**src/rtl/trng_arbiter_ctrl.sv**
```systemverilog
// Round-robin two-port sequencer for the dual-base TRNG sampler (reset, calibrate, read, deliver).
// Optional macro TRNG_REPCHECK_EN: discard any word equal to the previously accepted one.
module trng_arbiter_ctrl #(
    parameter logic [31:0] CALIB_CYCLES = 32'd1024,
    parameter int unsigned TRST_CYCLES  = 2
) (
    input  logic        iClk,
    input  logic        iRst,
    input  logic        iEn,
    input  logic [1:0]  iReq,
    input  logic [1:0]  iReq_base,
    output logic [1:0]  oValid,
    output logic [31:0] oData,
    output logic        oBusy,
    output logic        oTrng_en,
    output logic        oTrng_rst,
    output logic        oCalib,
    output logic [31:0] oCalib_cycles,
    output logic        oSel_base,
    output logic        oRead,
    input  logic        iTrng_ready,
    input  logic [31:0] iTrng_random
);
    localparam int CNT_W = (TRST_CYCLES > 1) ? $clog2(TRST_CYCLES) : 1;

    typedef enum logic [3:0] {
        S_OFF, S_IDLE, S_TRST, S_CALIB, S_CALWAIT,
        S_RDPULSE, S_WAITLO, S_WAITHI, S_DELIVER
    } state_t;

    state_t           state_reg, state_next;
    logic             cal_valid_reg, cal_valid_next;
    logic             cur_base_reg, cur_base_next;
    logic             gnt_reg, gnt_next;
    logic             rr_last_reg, rr_last_next;
    logic [CNT_W-1:0] trst_cnt_reg, trst_cnt_next;
    logic [31:0]      word_reg, word_next;
    logic             grant_sel;
`ifdef TRNG_REPCHECK_EN
    logic [31:0]      last_word_reg, last_word_next;
    logic             last_word_ok_reg, last_word_ok_next;
`endif

    always_comb begin
        state_next     = state_reg;
        cal_valid_next = cal_valid_reg;
        cur_base_next  = cur_base_reg;
        gnt_next       = gnt_reg;
        rr_last_next   = rr_last_reg;
        trst_cnt_next  = trst_cnt_reg;
        word_next      = word_reg;
`ifdef TRNG_REPCHECK_EN
        last_word_next    = last_word_reg;
        last_word_ok_next = last_word_ok_reg;
`endif
        // With both ports asking, the one not served last wins.
        grant_sel = (&iReq) ? ~rr_last_reg : iReq[1];

        if (!iEn) begin
            state_next     = S_OFF;
            cal_valid_next = 1'b0;
`ifdef TRNG_REPCHECK_EN
            last_word_ok_next = 1'b0;
`endif
        end else begin
            case (state_reg)
                S_OFF: state_next = S_IDLE;
                S_IDLE: begin
                    if (|iReq) begin
                        gnt_next     = grant_sel;
                        rr_last_next = grant_sel;
                        if (cal_valid_reg && (iReq_base[grant_sel] == cur_base_reg)) begin
                            state_next = S_RDPULSE;
                        end else begin
                            // Base is only latched by the sampler at calibration.
                            state_next     = S_TRST;
                            trst_cnt_next  = '0;
                            cur_base_next  = iReq_base[grant_sel];
                            cal_valid_next = 1'b0;
`ifdef TRNG_REPCHECK_EN
                            last_word_ok_next = 1'b0;
`endif
                        end
                    end
                end
                S_TRST: begin
                    if (trst_cnt_reg == CNT_W'(TRST_CYCLES - 1))
                        state_next = S_CALIB;
                    else
                        trst_cnt_next = trst_cnt_reg + 1'b1;
                end
                S_CALIB: state_next = S_CALWAIT;
                S_CALWAIT: begin
                    if (iTrng_ready) begin
                        cal_valid_next = 1'b1;
                        state_next     = S_RDPULSE;
                    end
                end
                S_RDPULSE: state_next = S_WAITLO;
                S_WAITLO: begin
                    if (!iTrng_ready)
                        state_next = S_WAITHI;
                end
                S_WAITHI: begin
                    if (iTrng_ready) begin
`ifdef TRNG_REPCHECK_EN
                        if (last_word_ok_reg && (iTrng_random == last_word_reg)) begin
                            state_next = S_RDPULSE;
                        end else begin
                            last_word_next    = iTrng_random;
                            last_word_ok_next = 1'b1;
                            word_next         = iTrng_random;
                            state_next        = S_DELIVER;
                        end
`else
                        word_next  = iTrng_random;
                        state_next = S_DELIVER;
`endif
                    end
                end
                S_DELIVER: state_next = S_IDLE;
                default:   state_next = S_OFF;
            endcase
        end
    end

    // Outputs are decoded from the next state so they line up with the state register.
    always_ff @(posedge iClk) begin
        if (iRst) begin
            state_reg     <= S_OFF;
            cal_valid_reg <= 1'b0;
            cur_base_reg  <= 1'b0;
            gnt_reg       <= 1'b0;
            rr_last_reg   <= 1'b1;
            trst_cnt_reg  <= '0;
            word_reg      <= '0;
`ifdef TRNG_REPCHECK_EN
            last_word_reg    <= '0;
            last_word_ok_reg <= 1'b0;
`endif
            oValid    <= 2'b00;
            oBusy     <= 1'b0;
            oTrng_en  <= 1'b0;
            oTrng_rst <= 1'b0;
            oCalib    <= 1'b0;
            oRead     <= 1'b0;
        end else begin
            state_reg     <= state_next;
            cal_valid_reg <= cal_valid_next;
            cur_base_reg  <= cur_base_next;
            gnt_reg       <= gnt_next;
            rr_last_reg   <= rr_last_next;
            trst_cnt_reg  <= trst_cnt_next;
            word_reg      <= word_next;
`ifdef TRNG_REPCHECK_EN
            last_word_reg    <= last_word_next;
            last_word_ok_reg <= last_word_ok_next;
`endif
            oValid    <= (state_next == S_DELIVER) ? (gnt_next ? 2'b10 : 2'b01) : 2'b00;
            oBusy     <= (state_next != S_IDLE) && (state_next != S_OFF);
            oTrng_en  <= (state_next != S_OFF);
            oTrng_rst <= (state_next == S_OFF) || (state_next == S_TRST);
            oCalib    <= (state_next == S_CALIB);
            oRead     <= (state_next == S_RDPULSE);
        end
    end

    assign oData         = word_reg;
    assign oSel_base     = cur_base_reg;
    assign oCalib_cycles = CALIB_CYCLES;

endmodule
```
**config.mk**
```make
export PLATFORM = sky130hd
export DESIGN_NAME = trng_arbiter_ctrl
export DESIGN_NICKNAME = d
export VERILOG_FILES = /design/src/rtl/trng_arbiter_ctrl.sv
export SDC_FILE = /design/constraint.sdc
export NUM_CORES = 1
export LEC_CHECK = 0
export ABC_AREA = 1
export BUFFER_PORTS_ARGS = -buffer_cell sky130_fd_sc_hd__buf_2
export CAP_MARGIN = 20
export CORE_MARGIN = 5
export CORE_UTILIZATION = 40
export DETAILED_ROUTE_END_ITERATION = 10
export GPL_TIMING_DRIVEN = 1
export PLACE_DENSITY = 0.74
export SYNTH_ARGS = -nofsm -noshare
export SYNTH_HDL_FRONTEND = slang
export SYNTH_SLANG_ARGS = --single-unit
```
**constraint.sdc**
```tcl
create_clock -name iClk -period 1.1 [get_ports iClk]
set_input_delay 0.165 -clock iClk [delete_from_list [all_inputs] [get_ports iClk]]
set_output_delay 0.165 -clock iClk [all_outputs]
set_load 0.1 [all_outputs]
```
**After elaboration in Yosys (flattened, before gate mapping)**

Cells that the tools add are included.
Widths: inputs -> output; s select.

- Bits of input ports: 40
- Output and inout bits: 72
- Logic and storage cells: 75
- Bits in registers: 48

- Add/sub/neg operators: 1
- Mux-type cells: 21
- Reductions and logical operators: 18
- Bitwise logic cells: 4
- $lt $le $gt $ge: 1
- Equal/unequal tests: 17

Operators with widths:

| operator | count |
|---|---|
| $pmux 4 s8 | 1 |
| $mux 4 | 6 |
| $eq 4x3->1 const B | 5 |
| $eq 4x2->1 const B | 4 |
| $reduce_and 4->1 | 3 |
| $mux 1 | 10 |
| $eq 4x4->1 const B | 2 |
| $logic_not 4->1 | 2 |
| $reduce_or 2->1 | 4 |
| $ne 2x2->1 const B | 3 |
| $reduce_and 3->1 | 2 |
| $eq 4x1->1 const B | 1 |
| $ne 4x1->1 const B | 1 |
| $not 1->1 | 4 |
| $pmux 1 s2 | 2 |
| $reduce_bool 2->1 | 2 |
| $reduce_bool 4->1 | 1 |
| $mux 3 | 1 |
| $logic_and 1x1->1 | 2 |
| $lt 1x2->1 const B | 1 |
| $mux 2 | 1 |
| $reduce_and 2->1 | 1 |
| $add 1x1->1 const B | 1 |
| $eq 1x1->1 | 1 |
| $logic_or 1x1->1 | 1 |

**Logic depth before layout (Yosys ltp)**

- Word-level depth: 13
- Depth in mapped cells: 11

**Worst setup path after synthesis**

No wires, ideal clock.

- Kind: register to register
- Start point: register cur_base_reg (netlist: oSel_base)
- End point: register oBusy
- Setup slack: -611 ps
- Cell stages (with the launch flop): 8
- Buffers on the path: 0
- Clock period less this slack: 1711 ps
- Data arrival time: 1588 ps
- Required time: 977 ps
- Path through: dfxtp_1 -> inv_1 -> nand3_1 -> nand3_1 -> nand2_1 -> nand2_1 -> nand3_1 -> nand3_1

- Word-level cells in the longest chain between the ends: 8

Ends and longest elaborated chain:

| element | line | source |
|---|---|---|
| start, declared | 33 | `logic cur_base_reg, cur_base_next;` |
| start signal, assigned | 150 | `cur_base_reg <= cur_base_next;` |
| $eq 1x1->1 * | 72 | `if (cal_valid_reg && (iReq_base[grant_sel] == cur_base_reg)) begin` |
| $logic_and 1x1->1 * | 72 |  |
| $mux 3 * | 72 |  |
| $mux 4 * | 69 | `if (\|iReq) begin` |
| $pmux 4 s8 * | 66 | `case (state_reg)` |
| $mux 4 * | 59 | `if (!iEn) begin` |
| $ne 4x1->1 / $reduce_bool 4->1 (equally long branches) | 160 | `oBusy <= (state_next != S_IDLE) && (state_next != S_OFF);` |
| $logic_and 1x1->1 * | 160 |  |
| end signal, assigned | 160 |  |
| end, declared | 14 | `output logic oBusy,` |

Mark *: on every way between the ends. The rest lies on a longest branch, timed or not.
A chain may end at the register's enable or synchronous reset.

**Worst setup path after layout**

- Start point: register state_reg[1]
- End point: register word_reg[6] (netlist: oData[6])

- Word-level cells in the longest chain between the ends: 2

Ends and longest elaborated chain:

| element | line | source |
|---|---|---|
| start, declared | 31 | `state_t state_reg, state_next;` |
| start signal, assigned | 148 | `state_reg <= state_next;` |
| $eq 4x3->1 | 66 |  |
| $reduce_and 3->1 (no line) | - |  |
| end signal, assigned | 154 | `word_reg <= word_next;` |
| end, declared | 37 | `logic [31:0] word_reg, word_next;` |

Every way passes these cells.

==> run summary <==
post-detailed-route wirelength per cell -> 15.8 um
Cell Chain, Critical Path -> nand2_2, inv_2, nand2_4, nor3_4, buf_6, clkbuf_16, o21ai_2, nor2_1
dpl cells -> 436
EDFF count, synth -> 0
post-synthesis sequential area ratio -> 0.458
Final HPWL DP -> 4320 um
reg-to-reg startpoint -> state_reg[1]
most common cell after layout, fill and taps aside -> nor2_1
minimum clock period -> 1.41 ns
R2R setup slack -> -0.31 ns
hold path cells -> 3
period utilization -> 1.28
Worst Path Max Fanout -> 7
final cell count without fillers -> 457
final hold violation count -> 0
most frequent cells in the layout -> nor2_1 (68), buf_12 (42), buf_2 (39)
Die W -> 82.4 um
# nets final -> 426
largest net degree at the start of global routing -> 31
Core Area -> 5110 um^2
placed cell area -> 3230 um^2
Detailed Routing Iterations Pass 1 -> 4
cell count after synthesis -> 280
Synth Cell Area -> 2100 um^2
max FFs per register -> 32
HP Class -> in -> reg
Initial DRC Count -> 78
# rows -> 26
share of layout cells above drive strength 1 -> 0.568
Register-to-Register Path Depth -> 8
status -> complete, but fails checks
FMAX -> 0.711 GHz
Clock Latency Late Sink -> 0.31 ns
slowest CP cell -> dfxtp_4
area delta synth->final -> 76.7%
Detailed Route WL -> 7210 um
design area -> 3700 um^2
Yosys Warn Count -> 0
Critical Path AT -> 1.64 ns
CTS H-tree lvls -> 2
CP peak stage delay -> 0.38 ns
reg-to-reg endpoint -> oData[6]
Root Driver -> clkbuf_8
predominant post-synthesis flop cell -> dfxtp_1
final setup vio count -> 47
final max-slew violation count -> 0
worst path bufs/invs -> 3
IO Count -> 112
DR vias/cell -> 4.77
initial core utilization -> 0.411
Setup Skew -> 0.00951 ns
# Max-Cap Violations -> 0
IR drop worst, VDD -> 1.00 mV
CP required -> 1.33 ns
DRC viols -> 0
Critical Path Stages -> 8
CTS tree -> done
Setup CP Type -> reg -> reg
CTS Hold Bufs -> 0
initial antenna violation count -> 0
CP endpoint -> oData[6]
worst setup path start -> state_reg[1]
RSZ-0062 raised after global routing -> yes
vias in the first global route -> 2049
# diodes -> 0
total global routing overflow -> 0
GRT Total Usage -> 0.183
total number of vias -> 2179
Port Buffer Count -> 79
failing checks -> negative setup slack
pre-CTS setup slack -> -0.270 ns
clock tree sinks -> 48
Pwr per Cell Area -> 1020 nW/um^2
Clock Path Buffers -> 2
die height -> 82.4 um
Routed Antenna Nets -> 0
PnR worst setup slack -> -0.306 ns
endpoint class of the critical path -> register
CP Launch Type -> register
CP top delay family -> simple AND/OR/NAND/NOR gates
GPL Wtd Cong -> 0.905
Die Area -> 6790 um^2
CTS Buf Count -> 5
post-synthesis cell type count -> 21
global-route wire length before repair -> 9400 um
Synth Register Bits -> 48
ys async rst share -> 0
Clock Pin Slew Worst Setup and Hold Paths -> 0.09 ns
Leak -> 1.72 nW
syn_area_per_cell -> 7.49 um^2
## cell families after synthesis
family,after synthesis,share of synthesized area
compound gates,39,0.0949
buf+inv,62,0.182
flops,48,0.458
other cells,2,0.00358
simple gates,129,0.261
## cell usage after synthesis, types with 2 or more instances
library cell | number | area [um^2]
a21oi_1 | 3 | 15.0
buf_2 | 5 | 25.0
buf_4 | 32 | 240
buf_6 | 3 | 33.8
clkbuf_1 | 3 | 11.3
conb_1 | 2 | 7.51
dfxtp_1 | 48 | 961
inv_1 | 15 | 56.3
inv_2 | 4 | 15.0
nand2_1 | 28 | 105
nand3_1 | 11 | 55.1
nand4_1 | 5 | 31.3
nor2_1 | 76 | 285
nor2_2 | 5 | 31.3
o21ai_0 | 34 | 170
## metrics by stage
step | setup TNS (ns) | util | power [mW] | hold slack (ns)
floorplan | -3.20 | - | 2.52 | 0.230
global placement | -5.68 | 0.633 | 2.60 | 0.386
detailed placement | -9.42 | 0.633 | 2.60 | 0.395
CTS | -8.82 | 0.678 | 3.76 | 0.0719
global route | -13.70 | 0.725 | 3.94 | 0.0665
finish | -10.91 | 0.725 | 3.79 | 0.0680
## power by group
part           internal [mW]  switching [mW]
clock                  0.575           0.590
sequential              1.74          0.0177
combinational          0.165           0.702
## worst register-to-register path: cells and delay by family (launching register included)
| kind | cells | cell delay, ns |
|---|---|---|
| AO/OA/AOI/OAI | 1 | 0.06 |
| buffers and inverters | 3 | 0.43 |
| flip-flops | 1 | 0.38 |
| AND/OR/NAND/NOR | 4 | 0.45 |
## worst min path at each step
stage / from / slack [ns] / endpoint
final: iTrng_random[13] / 0.07 / oData[13]
after global routing: iTrng_random[9] / 0.07 / oData[9]
after CTS: iTrng_random[9] / 0.07 / oData[9]
after detailed placement: iTrng_random[30] / 0.40 / oData[30]
after global placement: iTrng_random[6] / 0.39 / oData[6]
after floorplan: iRst / 0.23 / state_reg[3]
## repair_timing
| action | in CTS | in global routing |
|---|---|---|
| setup buffers | 6 | 4 |
| pin swaps | 11 | 21 |
| endpoints found under the setup margin | 48 | 48 |
| cloned | 0 | 5 |
| gates resized for setup | 38 | 49 |
## per-layer routing
layer	part of all wire	routed length, um	GRT usage
met5	0	0	0
met4	0.025	177	0.0748
met3	0.11	767	0.0911
met2	0.53	3840	0.317
met1	0.34	2430	0.188
## area by class of cell
type	instances	area, um^2
well taps	70	87.6
inverters	19	73.8
clock buffers	8	100
repair buffers	112	1360
multi-input cells	200	1070
fillers	348	1400
flip-flops and latches	48	1020
Power figures use the tool's default switching activity.
